File: src/rtl/ex_stage.sv
// Execute stage: single-cycle ALU plus an iterative MUL/DIVU/DIV unit that
// freezes upstream via ExPauseRequest_o while it works.
module ex_stage #(
  parameter int          ITER_BITS         = 1,
  parameter logic [31:0] DIV_ZERO_QUOTIENT = 32'hFFFFFFFF
) (
  input  logic        clk,
  input  logic        rst,
  input  logic [31:0] pcPlusOne_i,
  input  logic [31:0] regData1_i,
  input  logic [31:0] regData2_i,
  input  logic [31:0] immNumber_i,
  input  logic [3:0]  ALUoperation_i,
  input  logic [1:0]  ALUdata2Src_i,
  input  logic        ALUToReg_i,
  input  logic [2:0]  memOp_i,
  input  logic        MemToReg_i,
  input  logic        RegWrite_i,
  input  logic [4:0]  WriteRegDst_i,
  input  logic        stall_i,
  output logic [31:0] result_o,
  output logic [31:0] storeData_o,
  output logic        ALUToReg_o,
  output logic        MemToReg_o,
  output logic [2:0]  memOp_o,
  output logic        RegWrite_o,
  output logic [4:0]  WriteRegDst_o,
  output logic        ExPauseRequest_o
);

  localparam int         N          = 32 / ITER_BITS;
  localparam logic [5:0] COUNT_INIT = 6'(N);

  typedef enum logic [1:0] {IDLE, BUSY, DONE} state_t;

  state_t      state_q, state_d;
  logic [5:0]  count_q, count_d;
  logic [31:0] acc_q, acc_d;
  logic [31:0] shf_q, shf_d;
  logic [31:0] opb_q, opb_d;
  logic        is_mul_q, is_mul_d;
  logic        neg_q, neg_d;
  logic [31:0] result_q, result_d;

  logic [31:0] op_b;
  logic [4:0]  shamt;
  logic [31:0] alu_result;
  logic        is_muldiv;
  logic        pause;

  logic [31:0] it_acc, it_shf, it_opb;
  logic [32:0] it_rem;

  assign is_muldiv = (ALUoperation_i == 4'hD) || (ALUoperation_i == 4'hE) ||
                     (ALUoperation_i == 4'hF);

  always_comb begin
    case (ALUdata2Src_i)
      2'd1:    op_b = immNumber_i;
      2'd2:    op_b = pcPlusOne_i;
      default: op_b = regData2_i;
    endcase
    // Immediate shifts take the amount from the immediate, register shifts from A.
    shamt = (ALUdata2Src_i == 2'd1) ? immNumber_i[4:0] : regData1_i[4:0];
    alu_result = '0;
    case (ALUoperation_i)
      4'h0: alu_result = op_b;
      4'h1: alu_result = regData1_i + op_b;
      4'h2: alu_result = regData1_i - op_b;
      4'h3: alu_result = regData1_i & op_b;
      4'h4: alu_result = regData1_i | op_b;
      4'h5: alu_result = regData1_i ^ op_b;
      4'h6: alu_result = ~(regData1_i | op_b);
      4'h7: alu_result = regData2_i << shamt;
      4'h8: alu_result = regData2_i >> shamt;
      4'h9: alu_result = 32'($signed(regData2_i) >>> shamt);
      4'hA: alu_result = {31'b0, $signed(regData1_i) < $signed(op_b)};
      4'hB: alu_result = {31'b0, regData1_i < op_b};
      4'hC: alu_result = pcPlusOne_i;
      default: alu_result = '0;
    endcase
  end

  // MUL: acc=product, shf=multiplier, opb=multiplicand.
  // DIV: acc=partial remainder, shf=dividend shifting into quotient, opb=divisor.
  always_comb begin
    it_acc = acc_q;
    it_shf = shf_q;
    it_opb = opb_q;
    it_rem = '0;
    for (int i = 0; i < ITER_BITS; i++) begin
      if (is_mul_q) begin
        if (it_shf[0]) it_acc = it_acc + it_opb;
        it_opb = it_opb << 1;
        it_shf = it_shf >> 1;
      end else begin
        it_rem = {it_acc, it_shf[31]};
        it_shf = it_shf << 1;
        if (it_rem >= {1'b0, it_opb}) begin
          it_rem    = it_rem - {1'b0, it_opb};
          it_shf[0] = 1'b1;
        end
        it_acc = it_rem[31:0];
      end
    end
  end

  always_comb begin
    state_d  = state_q;
    count_d  = count_q;
    acc_d    = acc_q;
    shf_d    = shf_q;
    opb_d    = opb_q;
    is_mul_d = is_mul_q;
    neg_d    = neg_q;
    result_d = result_q;
    pause    = 1'b0;
    case (state_q)
      IDLE: begin
        if (is_muldiv) begin
          pause    = 1'b1;
          is_mul_d = (ALUoperation_i == 4'hD);
          neg_d    = 1'b0;
          acc_d    = '0;
          count_d  = COUNT_INIT;
          if (ALUoperation_i == 4'hD) begin
            shf_d   = op_b;
            opb_d   = regData1_i;
            state_d = BUSY;
          end else if (op_b == '0) begin
            result_d = DIV_ZERO_QUOTIENT;
            state_d  = DONE;
          end else begin
            if (ALUoperation_i == 4'hF) begin
              shf_d = regData1_i[31] ? -regData1_i : regData1_i;
              opb_d = op_b[31] ? -op_b : op_b;
              neg_d = regData1_i[31] ^ op_b[31];
            end else begin
              shf_d = regData1_i;
              opb_d = op_b;
            end
            state_d = BUSY;
          end
        end
      end
      BUSY: begin
        pause   = 1'b1;
        acc_d   = it_acc;
        shf_d   = it_shf;
        opb_d   = it_opb;
        count_d = count_q - 6'd1;
        if (count_q == 6'd1) begin
          state_d  = DONE;
          result_d = is_mul_q ? it_acc : (neg_q ? -it_shf : it_shf);
        end
      end
      DONE: begin
        if (!stall_i) state_d = IDLE;
      end
      default: state_d = IDLE;
    endcase
  end

  always_ff @(posedge clk) begin
    if (rst) begin
      state_q  <= IDLE;
      count_q  <= '0;
      acc_q    <= '0;
      shf_q    <= '0;
      opb_q    <= '0;
      is_mul_q <= 1'b0;
      neg_q    <= 1'b0;
      result_q <= '0;
    end else begin
      state_q  <= state_d;
      count_q  <= count_d;
      acc_q    <= acc_d;
      shf_q    <= shf_d;
      opb_q    <= opb_d;
      is_mul_q <= is_mul_d;
      neg_q    <= neg_d;
      result_q <= result_d;
    end
  end

  // A paused stage hands EX/MEM a bubble; the destination still flows to decode.
  assign ExPauseRequest_o = pause;
  assign result_o         = (state_q == DONE) ? result_q : alu_result;
  assign storeData_o      = regData2_i;
  assign ALUToReg_o       = pause ? 1'b0 : ALUToReg_i;
  assign MemToReg_o       = pause ? 1'b0 : MemToReg_i;
  assign memOp_o          = pause ? 3'b0 : memOp_i;
  assign RegWrite_o       = pause ? 1'b0 : RegWrite_i;
  assign WriteRegDst_o    = WriteRegDst_i;

endmodule

File: config.mk
export PLATFORM = sky130hd
export DESIGN_NAME = ex_stage
export DESIGN_NICKNAME = d
export VERILOG_FILES = /design/src/rtl/ex_stage.sv
export SDC_FILE = /design/constraint.sdc
export NUM_CORES = 1
export LEC_CHECK = 0
export CAP_MARGIN = 10
export CELL_PAD_IN_SITES_DETAIL_PLACEMENT = 0
export CELL_PAD_IN_SITES_GLOBAL_PLACEMENT = 2
export CORE_MARGIN = 2
export CORE_UTILIZATION = 34
export CTS_CLUSTER_SIZE = 14
export DETAILED_ROUTE_END_ITERATION = 7
export PLACE_DENSITY_LB_ADDON = 0.15
export SETUP_SLACK_MARGIN = 0.15
export SLEW_MARGIN = 20
export SYNTH_ARGS = -nofsm -noshare
export SYNTH_HDL_FRONTEND = slang
export SYNTH_SLANG_ARGS = --single-unit
export TNS_END_PERCENT = 5
File: constraint.sdc
create_clock -name clk -period 11.46 [get_ports clk]
set_input_delay 3.438 -clock clk [delete_from_list [all_inputs] [get_ports clk]]
set_output_delay 3.438 -clock clk [all_outputs]
set_load 0.02 [all_outputs]
# [After elaboration in Yosys (flattened, before gate mapping)]
# Cells that the tools add are included.
[op_classes] n_addsub=8 mul=0 div_mod_pow=0 order_cmp=3 n_eq_ne=27 n_shift=3 muxes=48 n_bitwise=5 n_reduce_logical=12
[op_table] operator="2-to-1 mux 32 bit" n=23
[op_table] operator="one-hot mux 32 bit (13 select lines)" n=1
[op_table] operator="one-hot mux 32 bit (2 select lines)" n=5
[op_table] operator="negation 32 bit" n=3
[op_table] operator="adder 32 bit" n=2
[op_table] operator="< comparator 32 bit" n=2
[op_table] operator="subtractor 32 bit" n=2
[op_table] operator="greater-or-equal comparator 33 x 32 -> 1 bit" n=1
[op_table] operator="bitwise AND 32 bit" n=1
[op_table] operator="== test 4 bit (second input constant)" n=8
[op_table] operator="zero test 32 bit" n=1
[op_table] operator="inverter 32 bit" n=1
[op_table] operator="OR 32 bit" n=1
[op_table] operator="<< shifter 32 x 5 -> 32 bit" n=1
[op_table] operator="right shift 32 x 5 -> 32 bit" n=1
[op_table] operator=">>> shifter 32 x 5 -> 32 bit" n=1
[op_table] operator="bitwise XOR 32 bit" n=1
[op_table] operator="== test 4 x 3 -> 1 bit (second input constant)" n=4
[op_table] operator="!= test 2 bit (second input constant)" n=6
[op_table] operator="one-hot mux 6 bit (2 select lines)" n=1
[op_table] operator="2-to-1 mux 2 bit" n=5
[op_table] operator="== test 4 x 2 -> 1 bit (second input constant)" n=2
[op_table] operator="2-to-1 mux 1 bit" n=8
[op_table] operator="== test 6 x 1 -> 1 bit (second input constant)" n=1
[op_table] operator="other kinds (19)" n=24
[word_totals] register_bits=138 latchBits=0 ram_bits=0 mem_bits_ro=0 in_bits=148 output_inout_bits=76 elab_cells=114 mem_count=0

# [Logic depth before layout (Yosys ltp)]
[logic_depth] ltp_word=9 ltp_mapped=22 ltp_nobuf=20

# [Least setup slack after synthesis]
# No wires, ideal clock.
[synth_path] path_kind="input to output" start="input port ALUdata2Src_i[0]" end="output port result_o[30]" arrival_ns=7.719 path_slack_ns=0.303 path_stages=19 n_path_buf=4 path_cell_list="inv_1 -> ha_1 -> buf_4 -> buf_4 -> nor2b_1 -> or2_2 -> clkbuf_1 -> ha_1 -> buf_2 -> o21a_1 -> o211ai_1 -> or3b_2 -> o221ai_1 -> a31o_2 -> a21oi_1 -> o311ai_0 -> and3_1 -> o41ai_1 -> a311oi_1"
[synth_between] elab_chain_cells=6 word_cells_on_any_way=15 classes_between="add/sub: 2; eq/ne: 2; shift: 3; mux: 4; bitwise: 4"
[synth_rtl] element="start, declared" line_no="14" text="input logic [1:0] ALUdata2Src_i,"
[synth_rtl] element="branches (longest 4 deep; another with subtractor 32 bit)"
[synth_rtl] element="one-hot mux 32 bit (13 select lines) (*)" line_no="66" text="case (ALUoperation_i)"
[synth_rtl] element="2-to-1 mux 32 bit (*)" line_no="188" text="assign result_o = (state_q == DONE) ? result_q : alu_result;"
[synth_rtl] element="end, declared" line_no="21" text="output logic [31:0] result_o,"
# Mark *: on every way between the ends.

# [Final worst setup path]
[layout_path] start="input port ALUdata2Src_i[0]" end="output port result_o[1]"
# The elaborated chain is that of the path after synthesis.

==> impl_metrics.tcl <==
set metrics [dict create \
    seq_area_frac_synth 0.115 \
    ctsHoldBuffers 0 \
    grt_overflow 0 \
    start_util 0.343 \
    drive_gt1_frac 0.207 \
    final_hold_viol_count 0 \
    cpMaxStageDelayCell "clkdlybuf4s50_1" \
    gp_congestion 1.03 \
    dp_hpwl_mm 106 \
    std_cell_rows 97 \
    root_buffer "clkbuf_16" \
    areaGrowthSynthToFinish_pct 31.0 \
    port_buffers 213 \
    nNetsFinal 4283 \
    synth_cells 3464 \
    required_ns 8.02 \
    fillCellCount 7249 \
    critPathTopFamily "buffers and inverters" \
    finalPower_uw 3530 \
    worst_pin_slew_ns 1.19 \
    final.min_clock_period_ns 11.35 \
    ys_warn_count 0 \
    grt_start_max_net_pins 88 \
    slew_headroom 0.209 \
    die_w_um 270 \
    cpMostUsedCell "buf_4" \
    grt_setup_unrepaired "true" \
    num_vias 29566 \
    worst-path-buf-inv 9 \
    num_antenna_cells 0 \
    worstSetupStartpointType "primary input" \
    leakagePower_uw 0.0129 \
    grt_pass1_wl_mm 190 \
    power_density_nw_per_um2 112 \
    wl_per_cell_um 26.4 \
    maxCapViolCount 0 \
    hold_class "reg -> reg" \
    crit_type "in -> out" \
    fmax_mhz 88.1 \
    netlist_area_sq_um 24000 \
    synth_enable_flop_cells 0 \
    syn_nets 3772 \
    core_sq_um 70000 \
    fp.dieArea_sq_um 72800 \
    drt_wl_total_mm 130 \
    cts_max_path_buffers 2 \
    grt_pass1_vias 28413 \
    path_cells "clkdlybuf4s50_1 > buf_4 > ha_4 > buf_4 > buf_12 > mux2i_4 > buf_12 > buf_12 > buf_4 > mux2i_1 > mux2i_1 > a21oi_1 > buf_4 > nand2_1 > nand2_1 > o21ai_0 > o22ai_1 > a21oi_1 > clkdlybuf4s50_1" \
    cts_tree "built" \
    synth_cell_types 101 \
    drc 0 \
    die_h_um 270 \
    fin_crit_sh 0.991 \
    hold_slack_ns 0.482 \
    slew_violations 0 \
    synth-seq-cells 138 \
    postRouteAntennaNets 0 \
    crit_fanout 19 \
    crit_path_end_kind "primary output" \
    vias_per_cell 6.00 \
    dr.pass1.iters 6 \
    cp.arrival_ns 7.92 \
    synthArstFlopShare 0 \
    cts_max_level 4 \
    cts.sinks 138 \
    ir_drop_uv 120 \
    synth-main-ff-cell "dfxtp_1" \
    final.setup_skew_ns 0.0151 \
    io-pin-count 224 \
    clk_pin_slew_ns 0.07 \
    clk_latency_ns 0.44 \
    antenna_found_initial 0 \
    avgSynthCellArea_sq_um 6.94 \
    dr.first_iter.drc_count 2717 \
    register_area_sq_um 2770 \
    multi_input_comb_area_sq_um 19900 \
    cpPeakStageDelay_ns 0.65 \
    status "finished, final reports clean" \
    grt_usage 0.341 \
    cts_buffers 17 \
    setup_viol 0 \
]
==> sequential cells by signal (all words and copies together), names as in the netlist <==
name / count
acc_q: 32
count_q: 6
is_mul_q: 1
neg_q: 1
opb_q: 32
result_q: 32
shf_q: 32
state_q: 2
==> cell families (layout without fill, tap and decap cells) <==
kind of cell	after synthesis	in the layout	share of synthesized area
AO/OA/AOI/OAI	1284	1284	0.360
XOR/XNOR	164	164	0.0598
adder cells (fa/ha/maj)	160	160	0.0843
buffers and inverters	436	960	0.0813
flip-flops	138	138	0.115
multiplexers	187	187	0.0897
AND/OR/NAND/NOR	1095	1095	0.210
==> cell usage after synthesis (all sizes together) (11+ instances only) <==
master | count | area [sq um]
a2111oi | 21 | 191
a211oi | 116 | 996
a21o | 44 | 330
a21oi | 343 | 1720
a221o | 25 | 250
a221oi | 42 | 405
a22o | 14 | 123
a22oi | 46 | 350
a31oi | 40 | 250
and2 | 23 | 144
and3 | 11 | 68.8
buf | 123 | 778
clkbuf | 168 | 631
dfxtp | 138 | 2760
ha | 157 | 1960
inv | 145 | 544
mux2 | 23 | 259
mux2i | 144 | 1450
mux4 | 20 | 450
nand2 | 342 | 1290
nand2b | 47 | 294
nand3 | 68 | 345
nand4 | 14 | 103
nor2 | 358 | 1340
nor2b | 39 | 244
nor3 | 88 | 450
nor4 | 18 | 140
o211ai | 88 | 666
o21a | 38 | 285
o21ai | 260 | 1310
o21bai | 21 | 158
o221ai | 22 | 193
o22ai | 25 | 156
o31ai | 26 | 195
or2 | 12 | 75.1
or3 | 36 | 225
xnor2 | 114 | 998
xor2 | 50 | 438
==> per-stage QoR <==
stage / util / setup slack [ns] / area (sq um) / setup TNS [ns] / std cells
after global routing: 0.450 / 0.000479 / 31500 / 0 / 4928
final: 0.450 / 0.107 / 31500 / 0 / 4928
after global placement: 0.434 / -0.855 / 30400 / -12.35 / 4890
after CTS: 0.446 / -0.00339 / 31300 / -0.00339 / 4923
after detailed placement: 0.434 / -0.920 / 30400 / -13.40 / 4890
after floorplan: - / 0.303 / 24000 / 0 / 3464
==> final cells by class <==
cell class / instances / share of cell area
multi-input cells: 2890 / 0.632
repair buffers: 783 / 0.205
flip-flops and latches: 138 / 0.0879
well taps: 940 / 0.0374
inverters: 145 / 0.0173
clock buffers: 20 / 0.0145
clock inverters: 12 / 0.00513
==> tightest hold or removal path, delay by kind of cell (launching register included) <==
kind,cells,cell delay (ns)
DFF,1,0.33
AOI/OAI and AO/OA,1,0.05
and+or+nand+nor,1,0.06
==> routing by layer <==
layer  global-route usage  wire [um]  vias up
met2                0.568      60000     1225
met5                    0          0        -
met1                0.460      57800    14351
met4                0.107       4320        0
li1                     -          -    13818
met3               0.0377       8090      172
==> final timing paths <==
path | start | endpoint | slack, ns | cells past startpoint
setup / recovery | ALUdata2Src_i[0] | result_o[1] | 0.11 | 19
hold / removal | shf_q[30] | shf_q[30] | 0.48 | 2
setup reg to reg | shf_q[31] | result_q[30] | 5.54 | 22
hold reg to reg | shf_q[30] | shf_q[30] | 0.48 | 2
==> power breakdown <==
group,internal (uW),switching [uW],total [uW]
registers,516,52.8,569
logic,984,1390,2370
clock network,356,237,593
==> repair_timing <==
action                                  CTS  global route
endpoints found under the setup margin   30            26
buffers inserted                          1             5
gates resized for setup                 115            55
pin swaps                                11            17
==> placed cells by master, fill, tap and decap left out, types with 44 or more instances in the layout <==
master	count
buf_4	575
nor2_1	353
nand2_1	340
a21oi_1	335
o21ai_0	239
clkdlybuf4s50_1	180
ha_1	153
inv_1	142
dfxtp_1	136
mux2i_1	134
xnor2_1	114
o211ai_1	87
a211oi_1	87
nor3_1	83
nand3_1	66
xor2_1	50
nand2b_1	45
a22oi_1	44
a21o_1	44
Power figures use the tool's default switching activity.
